## config.mk

```make
export PLATFORM = sky130hd
export DESIGN_NAME = xmpl_cic_dec
export DESIGN_NICKNAME = d
export VERILOG_FILES = /design/src/rtl/xmpl_cic_dec.sv
export SDC_FILE = /design/constraint.sdc
export NUM_CORES = 1
export LEC_CHECK = 0
export CORE_MARGIN = 3
export CORE_UTILIZATION = 35
export CTS_BUF_LIST = sky130_fd_sc_hd__clkbuf_16
export CTS_CLUSTER_SIZE = 10
export DETAILED_ROUTE_END_ITERATION = 16
export HOLD_SLACK_MARGIN = 0.12
export PLACE_DENSITY_LB_ADDON = 0.25
export SLEW_MARGIN = 20
export SYNTH_ARGS = -nofsm -noshare
export SYNTH_HDL_FRONTEND = slang
export SYNTH_SLANG_ARGS = --single-unit
```

## constraint.sdc

```tcl
create_clock -name clk_i -period 9.3 [get_ports clk_i]
set_input_delay 1.395 -clock clk_i [delete_from_list [all_inputs] [get_ports clk_i]]
set_output_delay 1.395 -clock clk_i [all_outputs]
set_load 0.05 [all_outputs]
```

## src/rtl/xmpl_cic_dec.sv

```systemverilog
// Hogenauer CIC decimator: N_STAGES chained integrators at the input rate, pipelined combs at
// the decimated rate, then a live shift, saturation and a single-entry valid/ready output holder.
module xmpl_cic_dec #(
  parameter int N_STAGES = 3,
  parameter int R_MAX    = 16,
  parameter int IN_W     = 12,
  parameter int OUT_W    = 16,
  localparam int RW      = $clog2(R_MAX) + 1,
  localparam int ACC_W   = IN_W + N_STAGES * $clog2(R_MAX),
  localparam int SW      = $clog2(ACC_W)
) (
  input  logic                    clk_i,
  input  logic                    reset_i,
  input  logic                    cfg_en_i,
  input  logic [RW-1:0]           cfg_rate_i,
  input  logic [SW-1:0]           cfg_shift_i,
  input  logic                    cfg_clr_i,
  input  logic                    in_valid_i,
  input  logic signed [IN_W-1:0]  in_data_i,
  output logic                    out_valid_o,
  input  logic                    out_ready_i,
  output logic signed [OUT_W-1:0] out_data_o,
  output logic                    ovr_o,
  output logic                    sat_o
);

  logic             flush;
  logic [RW-1:0]    rate_q;
  logic [RW-1:0]    rate_clamped;
  logic [RW-1:0]    cnt;
  logic             beat_done;
  logic [N_STAGES+1:0] stb;
  logic [ACC_W-1:0] in_ext;
  logic [ACC_W-1:0] comb_last;
  logic [SW-1:0]    sh_eff;
  logic signed [ACC_W-1:0] shifted;
  logic             sat_now;
  logic signed [OUT_W-1:0] sat_val;
  logic signed [OUT_W-1:0] res;
  logic             res_sat;
  logic             ovr_set;
  logic             sat_set;

  assign flush     = reset_i || !cfg_en_i;
  assign in_ext    = {{(ACC_W-IN_W){in_data_i[IN_W-1]}}, in_data_i};
  assign beat_done = in_valid_i && (cnt == rate_q - 1'b1);

  always_comb begin
    rate_clamped = cfg_rate_i;
    if (cfg_rate_i <= RW'(1))
      rate_clamped = RW'(1);
    else if (cfg_rate_i > RW'(R_MAX))
      rate_clamped = RW'(R_MAX);
  end

  always_ff @(posedge clk_i) begin
    if (reset_i)
      rate_q <= RW'(1);
    else if (!cfg_en_i)
      rate_q <= rate_clamped;
  end

  always_ff @(posedge clk_i) begin
    if (flush) begin
      cnt <= '0;
      stb <= '0;
    end else begin
      stb <= {stb[N_STAGES:0], beat_done};
      if (in_valid_i)
        cnt <= beat_done ? '0 : cnt + 1'b1;
    end
  end

  // Each integrator adds the freshly updated value of the stage before it, so the chain
  // forms an N-fold running sum with no extra sample delay between stages.
  for (genvar i = 0; i < N_STAGES; i++) begin : g_int
    logic [ACC_W-1:0] acc;
    logic [ACC_W-1:0] prev;
    logic [ACC_W-1:0] sum;
    if (i == 0) begin : g_first
      assign prev = in_ext;
    end else begin : g_rest
      assign prev = g_int[i-1].sum;
    end
    assign sum = acc + prev;
    always_ff @(posedge clk_i) begin
      if (flush)
        acc <= '0;
      else if (in_valid_i)
        acc <= sum;
    end
  end

  // Comb stage i fires one cycle after stage i-1 for the same decimated sample.
  for (genvar i = 0; i < N_STAGES; i++) begin : g_comb
    logic [ACC_W-1:0] cval;
    logic [ACC_W-1:0] dval;
    logic [ACC_W-1:0] din;
    if (i == 0) begin : g_first
      assign din = g_int[N_STAGES-1].acc;
    end else begin : g_rest
      assign din = g_comb[i-1].cval;
    end
    always_ff @(posedge clk_i) begin
      if (flush) begin
        cval <= '0;
        dval <= '0;
      end else if (stb[i]) begin
        cval <= din - dval;
        dval <= din;
      end
    end
  end

  assign comb_last = g_comb[N_STAGES-1].cval;
  assign sh_eff    = ({1'b0, cfg_shift_i} >= (SW+1)'(ACC_W)) ? SW'(ACC_W-1) : cfg_shift_i;
  assign shifted   = $signed(comb_last) >>> sh_eff;
  assign sat_now   = !((&shifted[ACC_W-1:OUT_W-1]) || !(|shifted[ACC_W-1:OUT_W-1]));

  always_comb begin
    sat_val = shifted[OUT_W-1:0];
    if (sat_now)
      sat_val = shifted[ACC_W-1] ? {1'b1, {(OUT_W-1){1'b0}}} : {1'b0, {(OUT_W-1){1'b1}}};
  end

  always_ff @(posedge clk_i) begin
    if (flush) begin
      res     <= '0;
      res_sat <= 1'b0;
    end else if (stb[N_STAGES]) begin
      res     <= sat_val;
      res_sat <= sat_now;
    end
  end

  assign ovr_set = cfg_en_i && stb[N_STAGES+1] && out_valid_o && !out_ready_i;
  assign sat_set = cfg_en_i && stb[N_STAGES+1] && res_sat;

  always_ff @(posedge clk_i) begin
    if (reset_i) begin
      out_valid_o <= 1'b0;
      out_data_o  <= '0;
      ovr_o       <= 1'b0;
      sat_o       <= 1'b0;
    end else begin
      ovr_o <= (ovr_o && !cfg_clr_i) || ovr_set;
      sat_o <= (sat_o && !cfg_clr_i) || sat_set;
      if (!cfg_en_i) begin
        out_valid_o <= 1'b0;
      end else if (stb[N_STAGES+1]) begin
        // A held, unaccepted result wins over the newcomer.
        if (!(out_valid_o && !out_ready_i)) begin
          out_valid_o <= 1'b1;
          out_data_o  <= res;
        end
      end else if (out_valid_o && out_ready_i) begin
        out_valid_o <= 1'b0;
      end
    end
  end

endmodule

```

==> results of run 1 <==
[Yosys cell counts, drive strengths merged, types with 28 or more instances]
cell type | n | area [sq um]
a21o | 77 | 581
dfxtp | 267 | 5350
a21oi | 159 | 841
nor3 | 33 | 170
clkbuf | 66 | 248
nor2 | 297 | 1110
o21ai | 87 | 435
buf | 28 | 164
mux2i | 203 | 2030
inv | 116 | 435
xor2 | 39 | 342
a211oi | 49 | 383
nand2 | 118 | 443
ha | 143 | 1790
nand3 | 39 | 195
xnor2 | 79 | 692
[power groups by stage]
| stage | clock network [W] | registers (W) | logic [W] |
|---|---|---|---|
| 3_3_place_gp | 0 | 0.00122 | 0.000760 |
| 2_1_floorplan | 0 | 0.00121 | 0.000617 |
| 4_1_cts | 0.00119 | 0.00120 | 0.000774 |
| 5_1_grt | 0.00123 | 0.00120 | 0.000866 |
| 6_report | 0.00114 | 0.00120 | 0.000772 |
| 3_5_place_dp | 0 | 0.00122 | 0.000769 |
[flip-flops by register name (all words and copies together) (netlist names)]
name	count
res_sat	1
g_comb.cval	48
res	16
out_data_o	16
cnt	5
comb_last	24
sat_o	1
g_comb.din	24
ovr_o	1
rate_q	5
out_valid_o	1
stb	5
g_int.acc	48
g_comb.dval	72
[layout make-up]
class | instances | area, sq um
Inverter | 116 | 435
Timing Repair Buffer | 55 | 538
Fill cell | 4907 | 29100
Clock buffer | 34 | 851
Tap cell | 656 | 821
Clock inverter | 18 | 93.8
Sequential cell | 267 | 5350
Multi-Input combinational cell | 1584 | 11200
[per-layer routing]
metal	GRT usage (%)	part of all wire (%)	vias up
met5	0	0	-
met4	4.83	2.3	0
met3	2.13	2.8	57
met2	24.5	46	166
met1	19.5	49	6351
li1	-	-	7305
[cells by family after synthesis]
| logic type | Yosys count | synth area share [%] |
|---|---|---|
| AO/OA/AOI/OAI | 501 | 19.4 |
| XOR/XNOR | 119 | 6.09 |
| adder cells (fa/ha/maj) | 149 | 11.0 |
| buffers and inverters | 210 | 4.89 |
| flip-flops | 267 | 30.8 |
| multiplexers | 208 | 12.0 |
| AND/OR/NAND/NOR | 607 | 15.7 |
[cells in the final DEF, fill, tap and decap left out, drive strengths merged, types with 21 or more instances in the layout]
master,Yosys,layout
a21o,77,77
nand3,39,39
clkbuf,66,34
o21ai,87,87
ha,143,143
nor2,297,297
nor2b,25,25
nand2,118,118
nor3,33,33
inv,116,128
nand4,21,21
dfxtp,267,267
xor2,39,39
a211oi,49,49
clkdlybuf4s50,0,45
xnor2,79,79
mux2i,203,203
a21oi,159,159
[how the worst max path moves through the flow]
stage | endpoint | slack, ns | depth (start not counted)
5_1_grt | g_comb[0].din[23]$_SDFFE_PP0P_ | 1.90 | 28
3_5_place_dp | g_comb[0].din[23]$_SDFFE_PP0P_ | 1.91 | 28
2_1_floorplan | g_comb[0].din[23]$_SDFFE_PP0P_ | 3.12 | 27
3_3_place_gp | g_comb[0].din[23]$_SDFFE_PP0P_ | 2.05 | 28
6_report | g_comb[0].din[23]$_SDFFE_PP0P_ | 2.41 | 28
4_1_cts | g_comb[0].din[23]$_SDFFE_PP0P_ | 2.47 | 28
[stage by stage]
| stage | cells | utilization, % | total power, W | hold slack, ns | cell area [sq um] |
|---|---|---|---|---|---|
| floorplan | 2061 | - | 0.00183 | 0.428 | 17300 |
| global placement | 2678 | 37.9 | 0.00198 | 0.436 | 18300 |
| detailed placement | 2678 | 37.9 | 0.00199 | 0.445 | 18300 |
| CTS | 2730 | 39.8 | 0.00316 | 0.452 | 19200 |
| global route | 2730 | 39.8 | 0.00329 | 0.468 | 19200 |
| finish | 2730 | 39.8 | 0.00311 | 0.450 | 19200 |
[critical path, delay by kind of cell]
| kind | cells | cell delay [ns] |
|---|---|---|
| AO/OA/AOI/OAI | 15 | 3.19 |
| adder cells (fa/ha/maj) | 4 | 1.27 |
| XOR/XNOR | 3 | 0.45 |
| AND/OR/NAND/NOR | 4 | 0.42 |
| buffers and inverters | 1 | 0.40 |
| multiplexers | 1 | 0.16 |
==> summary.md, run 1 <==
| Metric | Value |
|---|---|
| Total CTS buffers | `34` |
| WS Path Type | `in2reg` |
| CTS H-tree lvls | `2` |
| First-pass GRT wire length | `66000 um` |
| Slowest CP cell | `fa_1` |
| Placer's final routability congestion estimate | `0.863` |
| Setup repair after global routing missed its margin | `false` |
| DP Wirelength | `28000 um` |
| Vias in the first global route | `13.4k` |
| Synthesized instance count | `2061` |
| Fin worst setup slack | `2.41 ns` |
| 1st-iter DRT viols | `566` |
| Share of cells above drive strength 1 | `5.26%` |
| CP Data Required Time | `9.73 ns` |
| Synth Flop Type | `dfxtp_1` |
| Part of the cycle the worst path needs | `74.1%` |
| Gr usage total | `14.7%` |
| Clock Sinks | `267` |
| Reg-to-reg startpoint | `g_int[0].acc[0]$_SDFFE_PP0P_` |
| Setup slack, reg-to-reg | `3.38 ns` |
| Synth cell types | `80` |
| Die Ht | `229 um` |
| Worst Skew | `0.0200 ns` |
| WL per Instance | `14.2 um` |
| CP Launch Type | `input pin` |
| Core area | `48300 sq um` |
| Residual DRC | `0` |
| R2r worst-path depth | `27` |
| DR vias | `13.9k` |
| Mapped cell area | `17300 sq um` |
| Minimum clock period | `6.89 ns` |
| Syn-to-layout area delta | `11.0%` |
| Worst ir drop on vdd | `0.000109 V` |
| Min-Delay Path Depth | `2` |
| Nets | `2235` |
| Ys async rst share | `0%` |
| CTS tree | `built` |
| CTS Hold Bufs | `0` |
| Critical path's largest stage delay | `0.42 ns` |
| CP Launch Point | `in_data_i[0]` |
| Final wirelength | `38800 um` |
| Logic pwr share | `24.8%` |
| Status | `complete, no violations` |
| Mapped Nets | `2238` |
| Root Buffer | `clkbuf_16` |
| Setup violations, final | `0` |
| Yosys warns | `0` |
| Initial antenna violation count | `0` |
| Power Dens Cells | `162 nW/um^2` |
| Dpl ws | `1.91 ns` |
| Setup Buffers After CTS | `0` |
| Slew headroom | `29.9%` |
| Pleak | `7.73 nW` |
| Starting density of the core | `35.9%` |
| Net Sw Power | `0.000951 W` |
| Die area | `52200 sq um` |
| Internal Power | `0.00216 W` |
| Chip width | `229 um` |
| Post-CTS sizing | `0` |
| GRT Residual Overflow | `0` |
| Slew Limit Fails | `0` |
| Critical Path AT | `7.32 ns` |
| Yosys reg bits | `267` |
| Worst-Margin Slew | `1.05 ns` |
| Syn avg cell area | `8.41 sq um` |
| Ports | `47` |
| Fin. Hold Viols | `0` |
| Min-Delay Endpoint | `out_data_o[3]$_SDFFE_PP0P_` |
| Net Sw Frac | `30.6%` |
| DR vias/cell | `5.08` |
| Max Fclk | `145 MHz` |
| Setup TNS | `0 ns` |
| Clk_lat worst skew | `0.54 ns` |
| Antenna cells | `0` |
| Post-synthesis sequential area ratio | `30.8%` |
| Number of synthesized flops with an enable pin | `0` |
| Post-route antenna net violation count | `0` |
| Largest net degree at the start of global routing | `212` |
| Worst min-delay path startpoint | `out_data_o[3]$_SDFFE_PP0P_` |
| Max_cap viols | `0` |
| Crit-path max FO | `5` |
| CTS Buffer Depth | `3` |
| Most frequent CP cell | `o21ai_0` |
| Sequential share of power | `38.4%` |
| Row count | `80` |
| Clock-pin slew on the worst setup and hold paths | `0.05 ns` |
| Min-delay worst type | `reg2reg` |
| I/O Buffers | `46` |
| RR Endpoint | `g_comb[0].din[23]$_SDFFE_PP0P_` |
| Clock power frac | `36.7%` |
| Drt pass-1 iters | `4` |
| CP Capture Type | `flip-flop` |
Power figures use the tool's default switching activity.
==> inputs of run 2 (changes only) <==
==> constraint.sdc (replaced) <==
create_clock -name clk_i -period 6.53 [get_ports clk_i]
set_input_delay 0.9795 -clock clk_i [delete_from_list [all_inputs] [get_ports clk_i]]
set_output_delay 0.9795 -clock clk_i [all_outputs]
set_load 0.05 [all_outputs]
==> run 2 against run 1 <==
  * Sequential share of layout area decreased by 0.28 points
  * Final area is 1.0% higher
  * Worst setup slack worse by 1.9 ns
  * Count of clock-buffer cells in the layout did not move
  * Total power is 44% higher
  * Largest cell class unchanged
==> summary.md, run 2 (synthesized netlist as in run 1, its figures left out) <==
| Metric | Value |
|---|---|
| Status | `complete, no violations` |
| Max Fclk | `166 MHz` |
| 1st-iter DRT viols | `624` |
| CTS H-tree lvls | `2` |
| Total CTS buffers | `34` |
| Worst min-delay path startpoint | `out_data_o[2]$_SDFFE_PP0P_` |
| Part of the cycle the worst path needs | `92.5%` |
| Pleak | `7.86 nW` |
| CP Launch Point | `in_data_i[0]` |
| Slew Limit Fails | `0` |
| Worst Skew | `0.0188 ns` |
| Most frequent CP cell | `a21oi_1` |
| Residual DRC | `0` |
| Min-delay worst type | `reg2reg` |
| Minimum clock period | `6.04 ns` |
| Reg-to-reg startpoint | `g_int[0].acc[0]$_SDFFE_PP0P_` |
| Biggest register | `g_comb.dval` |
| Nets | `2262` |
| Root Buffer | `clkbuf_16` |
| I/O Buffers | `46` |
| Max FFs per register | `72` |
| Vias in the first global route | `13.5k` |
| Setup Buffers After CTS | `0` |
| Setup TNS | `0 ns` |
| Starting density of the core | `35.9%` |
| Most frequent cells in the layout | `nor2_1, dfxtp_1, mux2i_1` |
| Placer's final routability congestion estimate | `0.886` |
| Row count | `80` |
| Chip width | `229 um` |
| WS Path Type | `in2reg` |
| CTS Hold Bufs | `0` |
| Initial antenna violation count | `0` |
| Drt pass-1 iters | `5` |
| Max_cap viols | `0` |
| Setup violations, final | `0` |
| GRT Residual Overflow | `0` |
| DR vias/cell | `5.11` |
| Min-Delay Path Depth | `2` |
| Setup slack, reg-to-reg | `1.04 ns` |
| Critical path's largest stage delay | `0.41 ns` |
| Die Ht | `229 um` |
| Min-Delay Endpoint | `out_data_o[2]$_SDFFE_PP0P_` |
| Core area | `48300 sq um` |
| WL per Instance | `14.4 um` |
| Share of cells above drive strength 1 | `6.47%` |
| Storage cell area | `5350 sq um` |
| Worst-Margin Slew | `1.05 ns` |
| CP Data Required Time | `6.94 ns` |
| CTS tree | `built` |
| Largest net degree at the start of global routing | `59` |
| Antenna cells | `0` |
| Worst ir drop on vdd | `0.000187 V` |
| FILL cells | `4896` |
| Final hold slack | `0.450 ns` |
| Clk_lat worst skew | `0.53 ns` |
| Post-CTS sizing | `0` |
| Final wirelength | `39700 um` |
| CP Capture Type | `flip-flop` |
| Critical Path AT | `6.45 ns` |
| Gr usage total | `15.0%` |
| Clock Sinks | `267` |
| R2r worst-path depth | `26` |
| Post-route antenna net violation count | `0` |
| Crit-path max FO | `5` |
| Syn-to-layout area delta | `12.2%` |
| First-pass GRT wire length | `67500 um` |
| DR vias | `14.1k` |
| Slowest CP cell | `clkdlybuf4s50_1` |
| Most common cell after layout, fill and taps aside | `nor2_1` |
| CTS Buffer Depth | `3` |
| Ports | `47` |
| CP Launch Type | `input pin` |
| Fin. Hold Viols | `0` |
| Multi-input gate area | `11200 sq um` |
| DP Wirelength | `28900 um` |
| Power Dens Cells | `230 nW/um^2` |
| RR Endpoint | `g_comb[0].din[23]$_SDFFE_PP0P_` |
| Slew headroom | `29.5%` |
| Setup repair after global routing missed its margin | `false` |
| Regs by FF count | `g_comb.dval x72, g_comb.cval x48, g_int.acc x48` |
| Clock-pin slew on the worst setup and hold paths | `0.06 ns` |
| Die area | `52200 sq um` |
## run 2: per-stage QoR
| stage | setup slack (ns) | std cells | power, W | util (%) | instance area, sq um |
|---|---|---|---|---|---|
| 2_1_floorplan | 0.765 | 2061 | 0.00260 | - | 17300 |
| 3_3_place_gp | 0.00682 | 2705 | 0.00285 | 38.2 | 18500 |
| 3_5_place_dp | -0.0680 | 2705 | 0.00287 | 38.2 | 18500 |
| 4_1_cts | 0.478 | 2757 | 0.00454 | 40.2 | 19400 |
| 5_1_grt | 0.0258 | 2757 | 0.00474 | 40.2 | 19400 |
| 6_report | 0.493 | 2757 | 0.00448 | 40.2 | 19400 |
## run 2: per-layer routing
| metal | vias to the layer above | track usage [%] | part of all wire, % |
|---|---|---|---|
| li1 | 7350 | - | - |
| met1 | 6491 | 20.3 | 49 |
| met2 | 182 | 24.8 | 45 |
| met3 | 57 | 2.16 | 3.0 |
| met4 | 0 | 4.12 | 2.3 |
| met5 | - | 0 | 0 |
## run 2: critical path: cells and delay by family
kind,cells,cell delay (ns)
AO/OA/AOI/OAI,15,2.71
adder cells (fa/ha/maj),4,1.16
AND/OR/NAND/NOR,3,0.59
XOR/XNOR,3,0.44
buffers and inverters,1,0.41
multiplexers,1,0.15
## run 2: layout make-up
cell class / count / area share [%]
tap: 656 / 4.22
inverter: 116 / 2.24
multi-input combinational: 1584 / 57.4
clock inverter: 18 / 0.476
clock buffer: 34 / 4.38
sequential: 267 / 27.5
timing repair buffer: 82 / 3.75
## run 2: where the power goes
part / internal (W) / total (W) / switching (W)
clock: 0.000937 / 0.00164 / 0.000699
sequential: 0.00167 / 0.00170 / 0.0000369
combinational: 0.000500 / 0.00113 / 0.000635
## run 2: worst max path at each step
stage	end	slack, ns	cells past startpoint
after floorplan	g_comb[0].din[23]$_SDFFE_PP0P_	0.77	27
after global placement	g_comb[0].din[23]$_SDFFE_PP0P_	0.007	30
after detailed placement	g_comb[0].din[23]$_SDFFE_PP0P_	-0.07	27
after CTS	g_comb[0].din[23]$_SDFFE_PP0P_	0.48	27
after global routing	g_comb[0].din[22]$_SDFFE_PP0P_	0.03	28
final	g_comb[0].din[23]$_SDFFE_PP0P_	0.49	27
